<file path="config.mk">
export PLATFORM = sky130hd
export DESIGN_NAME = tstate_sequencer
export DESIGN_NICKNAME = d
export VERILOG_FILES = /design/src/rtl/tstate_sequencer_pkg.sv /design/src/rtl/tstate_sequencer_counter.sv /design/src/rtl/tstate_sequencer.sv
export SDC_FILE = /design/constraint.sdc
export NUM_CORES = 1
export LEC_CHECK = 0
export ABC_AREA = 1
export CORE_MARGIN = 4
export CORE_UTILIZATION = 30
export DETAILED_ROUTE_END_ITERATION = 8
export DONT_BUFFER_PORTS = 1
export GPL_ROUTABILITY_DRIVEN = 0
export PLACE_DENSITY = 0.5
export SLEW_MARGIN = 10
export SYNTH_ARGS = -nofsm -noshare
export SYNTH_HDL_FRONTEND = slang
export SYNTH_SLANG_ARGS = --single-unit
</file>
<file path="constraint.sdc">
create_clock -name clk -period 3.49 [get_ports clk]
set_input_delay 0.349 -clock clk [delete_from_list [all_inputs] [get_ports clk]]
set_output_delay 0.349 -clock clk [all_outputs]
set_load 0.005 [all_outputs]
</file>
<file path="src/rtl/tstate_sequencer_pkg.sv">
// -----------------------------------------------------------------------------
// tstate_sequencer_pkg
// Shared definitions for the T-state sequencer and the blocks around it.
//   - seq_state_e : sequencer FSM encodings (RUN=0, STALL=1, HALT=2)
//   - T_W         : width of the T-state counter
//   - UI_MEM_BIT  : uinstr bit meaning "this step accesses memory"
//                   (also used by the datapath)
//   - UINSTR_NOP  : all-zero microinstruction, marks an explicit end
// -----------------------------------------------------------------------------
package tstate_sequencer_pkg;

    typedef enum logic [1:0] {
        ST_RUN   = 2'd0,
        ST_STALL = 2'd1,
        ST_HALT  = 2'd2
    } seq_state_e;

    localparam int          T_W        = 3;
    localparam int          UI_MEM_BIT = 15;
    localparam logic [15:0] UINSTR_NOP = 16'h0000;

endpackage

</file>
<file path="src/rtl/tstate_sequencer_counter.sv">
// -----------------------------------------------------------------------------
// tstate_counter
// T-state counter: clear-to-zero, increment or hold, T_W bits wide.
// Clear has priority over increment.
// Ports:
//   clk      in   system clock
//   reset_n  in   asynchronous active-low reset (counter -> 0)
//   clr_i    in   load zero on this edge
//   inc_i    in   increment on this edge
//   t_o      out  current T-state
// -----------------------------------------------------------------------------
module tstate_counter
    import tstate_sequencer_pkg::*;
(
    input  logic           clk,
    input  logic           reset_n,
    input  logic           clr_i,
    input  logic           inc_i,
    output logic [T_W-1:0] t_o
);

    logic [T_W-1:0] t_q;
    logic [T_W-1:0] t_d;

    always_comb begin
        t_d = t_q;
        if (clr_i) begin
            t_d = '0;
        end else if (inc_i) begin
            t_d = t_q + 1'b1;
        end
    end

    always_ff @(posedge clk or negedge reset_n) begin
        if (!reset_n) begin
            t_q <= '0;
        end else begin
            t_q <= t_d;
        end
    end

    assign t_o = t_q;

endmodule

</file>
<file path="src/rtl/tstate_sequencer.sv">
// -----------------------------------------------------------------------------
// tstate_sequencer
// Owns the instruction register and the T-state counter feeding Decode.
// Advances T each clock, loads IR at FETCH_T, stalls on slow memory, retires
// instructions (explicit NOP or T==MAX_T) and parks in HALT on halt_req at an
// instruction boundary.
//
// Optional macro TSTATE_SEQ_SINGLE_STEP_EN adds input 'step': a pulse while
// halted with halt_req=1 runs exactly one instruction, then re-parks.
//
// Ports:
//   clk         in   system clock
//   reset_n     in   asynchronous active-low reset
//   uinstr_in   in   16  microinstruction from Decode for (instr_out, t_out)
//   bus_in      in   16  memory/bus data
//   mem_ready   in   memory completes access this cycle
//   halt_req    in   level request to halt at next instruction boundary
//   step        in   single-step pulse (only with TSTATE_SEQ_SINGLE_STEP_EN)
//   instr_out   out  16  IR contents
//   t_out       out  3   current T-state
//   uinstr_out  out  16  uinstr_in, or NOP while halted
//   halted      out  sequencer parked
//   instr_end   out  one-cycle pulse after the edge that retires an instruction
// -----------------------------------------------------------------------------
module tstate_sequencer
    import tstate_sequencer_pkg::*;
#(
    parameter int MAX_T   = 7,
    parameter int FETCH_T = 1,
    parameter int MEM_BIT = UI_MEM_BIT
) (
    input  logic           clk,
    input  logic           reset_n,
    input  logic [15:0]    uinstr_in,
    input  logic [15:0]    bus_in,
    input  logic           mem_ready,
    input  logic           halt_req,
`ifdef TSTATE_SEQ_SINGLE_STEP_EN
    input  logic           step,
`endif
    output logic [15:0]    instr_out,
    output logic [T_W-1:0] t_out,
    output logic [15:0]    uinstr_out,
    output logic           halted,
    output logic           instr_end
);

    localparam logic [T_W-1:0] MAX_T_L   = T_W'(MAX_T);
    localparam logic [T_W-1:0] FETCH_T_L = T_W'(FETCH_T);

    seq_state_e     state_q;
    logic [15:0]    ir_q;
    logic           halted_q;
    logic           instr_end_q;
    logic [T_W-1:0] t_q;

    logic stall_cond;
    logic end_cond;
    logic advance;
    logic retire;
    logic park;

    // A memory step without ready holds everything, including the IR load.
    assign stall_cond = uinstr_in[MEM_BIT] && !mem_ready;
    assign end_cond   = (uinstr_in == UINSTR_NOP) || (t_q == MAX_T_L);

    // 'advance' is the single "perform the RUN update this edge" strobe; a
    // STALL exit is the same update for the held T once memory is ready.
    always_comb begin
        advance = 1'b0;
        case (state_q)
            ST_RUN:   advance = !stall_cond;
            ST_STALL: advance = mem_ready;
            default:  advance = 1'b0;
        endcase
    end

    assign retire = advance && end_cond;

`ifdef TSTATE_SEQ_SINGLE_STEP_EN
    logic step_active_q;
    // A stepped instruction always re-parks at its boundary.
    assign park = halt_req || step_active_q;
`else
    assign park = halt_req;
`endif

    tstate_counter u_tcnt (
        .clk     (clk),
        .reset_n (reset_n),
        .clr_i   (retire),
        .inc_i   (advance && !end_cond),
        .t_o     (t_q)
    );

    always_ff @(posedge clk or negedge reset_n) begin
        if (!reset_n) begin
            state_q     <= ST_RUN;
            ir_q        <= '0;
            halted_q    <= 1'b0;
            instr_end_q <= 1'b0;
`ifdef TSTATE_SEQ_SINGLE_STEP_EN
            step_active_q <= 1'b0;
`endif
        end else begin
            instr_end_q <= retire;
            if (advance && (t_q == FETCH_T_L)) begin
                ir_q <= bus_in;
            end
            case (state_q)
                ST_RUN, ST_STALL: begin
                    if (retire) begin
                        state_q  <= park ? ST_HALT : ST_RUN;
                        halted_q <= park;
`ifdef TSTATE_SEQ_SINGLE_STEP_EN
                        step_active_q <= 1'b0;
`endif
                    end else if (advance) begin
                        state_q <= ST_RUN;
                    end else begin
                        state_q <= ST_STALL;
                    end
                end
                ST_HALT: begin
                    if (!halt_req) begin
                        state_q  <= ST_RUN;
                        halted_q <= 1'b0;
`ifdef TSTATE_SEQ_SINGLE_STEP_EN
                    end else if (step) begin
                        state_q       <= ST_RUN;
                        halted_q      <= 1'b0;
                        step_active_q <= 1'b1;
`endif
                    end
                end
                default: begin
                    state_q  <= ST_RUN;
                    halted_q <= 1'b0;
                end
            endcase
        end
    end

    assign instr_out  = ir_q;
    assign t_out      = t_q;
    assign uinstr_out = (state_q == ST_HALT) ? UINSTR_NOP : uinstr_in;
    assign halted     = halted_q;
    assign instr_end  = instr_end_q;

endmodule

</file>
==> out/qor.yml <==
cells_and_area:
  n_fill_cell: 389
  syn_to_final_growth_pct: 8.67
  n_antenna_cell: 0
  final_cell_mix: "nor2_1, inv_1, dfrtp_1"
  mostFrequentLayoutCell: "nor2_1"
  num-nets-final: 162
  register_area_um2: 576
  drive_gt1_frac: 0.180
  multiInputGateArea_um2: 477
  final_util: 0.340
die:
  die_h_um: 70.0
  start_util: 0.313
  num_rows: 22
  ioPinCount: 73
  fp.dieW_um: 70.0
  die_area_um2: 4910
  coreArea_um2: 3690
setup_path:
  endpoint_kind: "primary output"
  crit_start: "state_q[1]"
  start_kind: "register"
  slowest_delay_ps: 690
  path_depth: 3
  rrSetupSlack_ps: 1900
  critPathBufInv: 1
  cp.arrival_ps: 1590
  cp_common_cell: "nor2_1"
  crit_type: "register to primary output"
  crit_chain: "inv_1, nor2_1, nor2_1"
  worst-r2r-cell-count: 6
  rr_startpoint: "state_q[1]"
  worstPathMaxFanout: 17
  critPathRequiredTime_ps: 3140
  critPathSlowestCell: "nor2_1"
  crit_end: "uinstr_out[7]"
  crit_family: "simple AND/OR/NAND/NOR gates"
  timing.rr.end: "halted"
timing:
  hold_viol: 0
  finalSetupViolations: 0
  fin_tns_setup_ps: 0
  final_max_slew_viol_count: 0
  max_freq_mhz: 517
  relSlewSlack: 0.332
  fin_ws_ps: 1550
  max_slew.worst_pin.slew_ps: 998
  min_period_over_period: 0.555
  layout_min_cycle_time_ps: 1940
  whs_ps: 223
  clock_skew_ps: 1.74
  rsz0062_at_grt: "false"
yosys:
  synth_area_um2: 1150
  synth_seq_cells: 23
  avgSynthCellArea_um2: 9.70
  seq_area_frac_synth: 0.498
  synthCells: 119
  synth-warning-count: 0
  synthDistinctLibCells: 13
  synth_nets: 158
route:
  vias: 774
  drt_pass1_iterations: 2
  vias_per_cell: 4.55
  wl_per_cell_um: 12.9
  postRouteAntennaNets: 0
  first_iter_violations: 11
  routed_wl_mm: 2.20
  drc: 0
worst_hold_path:
  hold_class: "input pin to register"
  hold_path.startpoint: "halt_req"
grt:
  antenna_found_initial: 0
  grt_pass1_wl_mm: 3.77
  grt_pass1_vias: 895
  grt_max_degree: 24
  globalRouteTotalUtil: 0.0943
  gr-total-overflow: 0
run_status:
  outcome: "finished, final reports clean"
power_and_ir_drop:
  powerDensity_nw_per_um2: 773
  finalPower_uw: 969
  ir_drop_mv: 0.358
  p_leak_uw: 0.000675
placement:
  dp_hpwl_mm: 1.76
  port_buffers: 0
  dp_slack_ps: 1790
clock_tree:
  cts_buffer_depth: 2
  path_clk_slew_ps: 80
  post_cts_resized: 0
  numCtsBuffers: 3
  clk_latency_ps: 260
  cts_root_buf: "clkbuf_8"
  cts_sinks: 23
  htree_levels: 1
  cts_tree: "built"
job:
  max_cap_viol_count: 0
-- area by class of cell --
| cell class | instances | area share |
|---|---|---|
| clock buffers | 3 | 0.0329 |
| clock inverters | 1 | 0.00399 |
| inverters | 23 | 0.0688 |
| multi-input cells | 71 | 0.380 |
| flip-flops and latches | 23 | 0.459 |
| well taps | 48 | 0.0479 |
| repair buffers | 1 | 0.00798 |
-- layer usage --
layer,track usage,routed length [um]
met3,0.0504,384
met1,0.0963,759
met4,0.0319,14
met2,0.164,1040
met5,0,0
-- Yosys cell counts --
library cell / number / share of area
nor2_1: 31 / 0.10
mux2_2: 6 / 0.059
dfrtp_1: 23 / 0.50
buf_6: 1 / 0.0098
o22ai_1: 1 / 0.0054
nor2_4: 1 / 0.0098
nand2_1: 16 / 0.052
buf_2: 1 / 0.0043
ha_1: 3 / 0.033
o21ai_0: 2 / 0.0087
mux2_4: 10 / 0.13
nand3_4: 1 / 0.015
inv_1: 23 / 0.075
-- per-stage QoR --
step	cells	area, um2
2_1_floorplan	119	1150
3_3_place_gp	165	1200
6_report	170	1250
5_1_grt	170	1250
4_1_cts	170	1250
3_5_place_dp	165	1200
-- timing repair --
item,4_1_cts,5_1_grt
hold buffers,1,0
buffers inserted,0,0
hold endpoints to repair,23,0
-- how the worst min path moves through the flow --
stage	end	slack (ps)	depth (start not counted)
3_5_place_dp	instr_out[11]	50	0
5_1_grt	instr_out[11]	210	1
6_report	halted	220	2
4_1_cts	instr_out[15]	210	1
3_3_place_gp	instr_out[15]	50	0
2_1_floorplan	halted	50	0
-- registers in the layout, summed over array words and instances, names as in the netlist --
| register | flops |
|---|---|
| u_tcnt.t_o | 3 |
| halted | 1 |
| instr_end | 1 |
| state_q | 2 |
| instr_out | 16 |
-- where the power goes --
| group | total (uW) | leakage (uW) | switching [uW] | internal, uW |
|---|---|---|---|---|
| logic | 308 | 0.000370 | 123 | 185 |
| clock network | 166 | 0.0000255 | 86.0 | 79.7 |
| registers | 496 | 0.000279 | 105 | 391 |
| total | 969 | 0.000675 | 314 | 656 |
-- cells by family (layout without fill, tap and decap cells) --
group / after synthesis / after routing / synth area share
adder cells (fa/ha/maj): 3 / 3 / 0.0325
AO/OA/AOI/OAI: 3 / 3 / 0.0141
flip-flops: 23 / 23 / 0.498
AND/OR/NAND/NOR: 49 / 49 / 0.178
multiplexers: 16 / 16 / 0.189
buffers and inverters: 25 / 28 / 0.0888
-- worst register-to-register path, stage by stage, from the launching register on --
cell and delay, ps:
dfrtp_1 410, inv_1 70, nor2_1 690, nand2_1 150
nand2_1 110, nand2_1 50, nand2_1 50
Power figures use the tool's default switching activity.
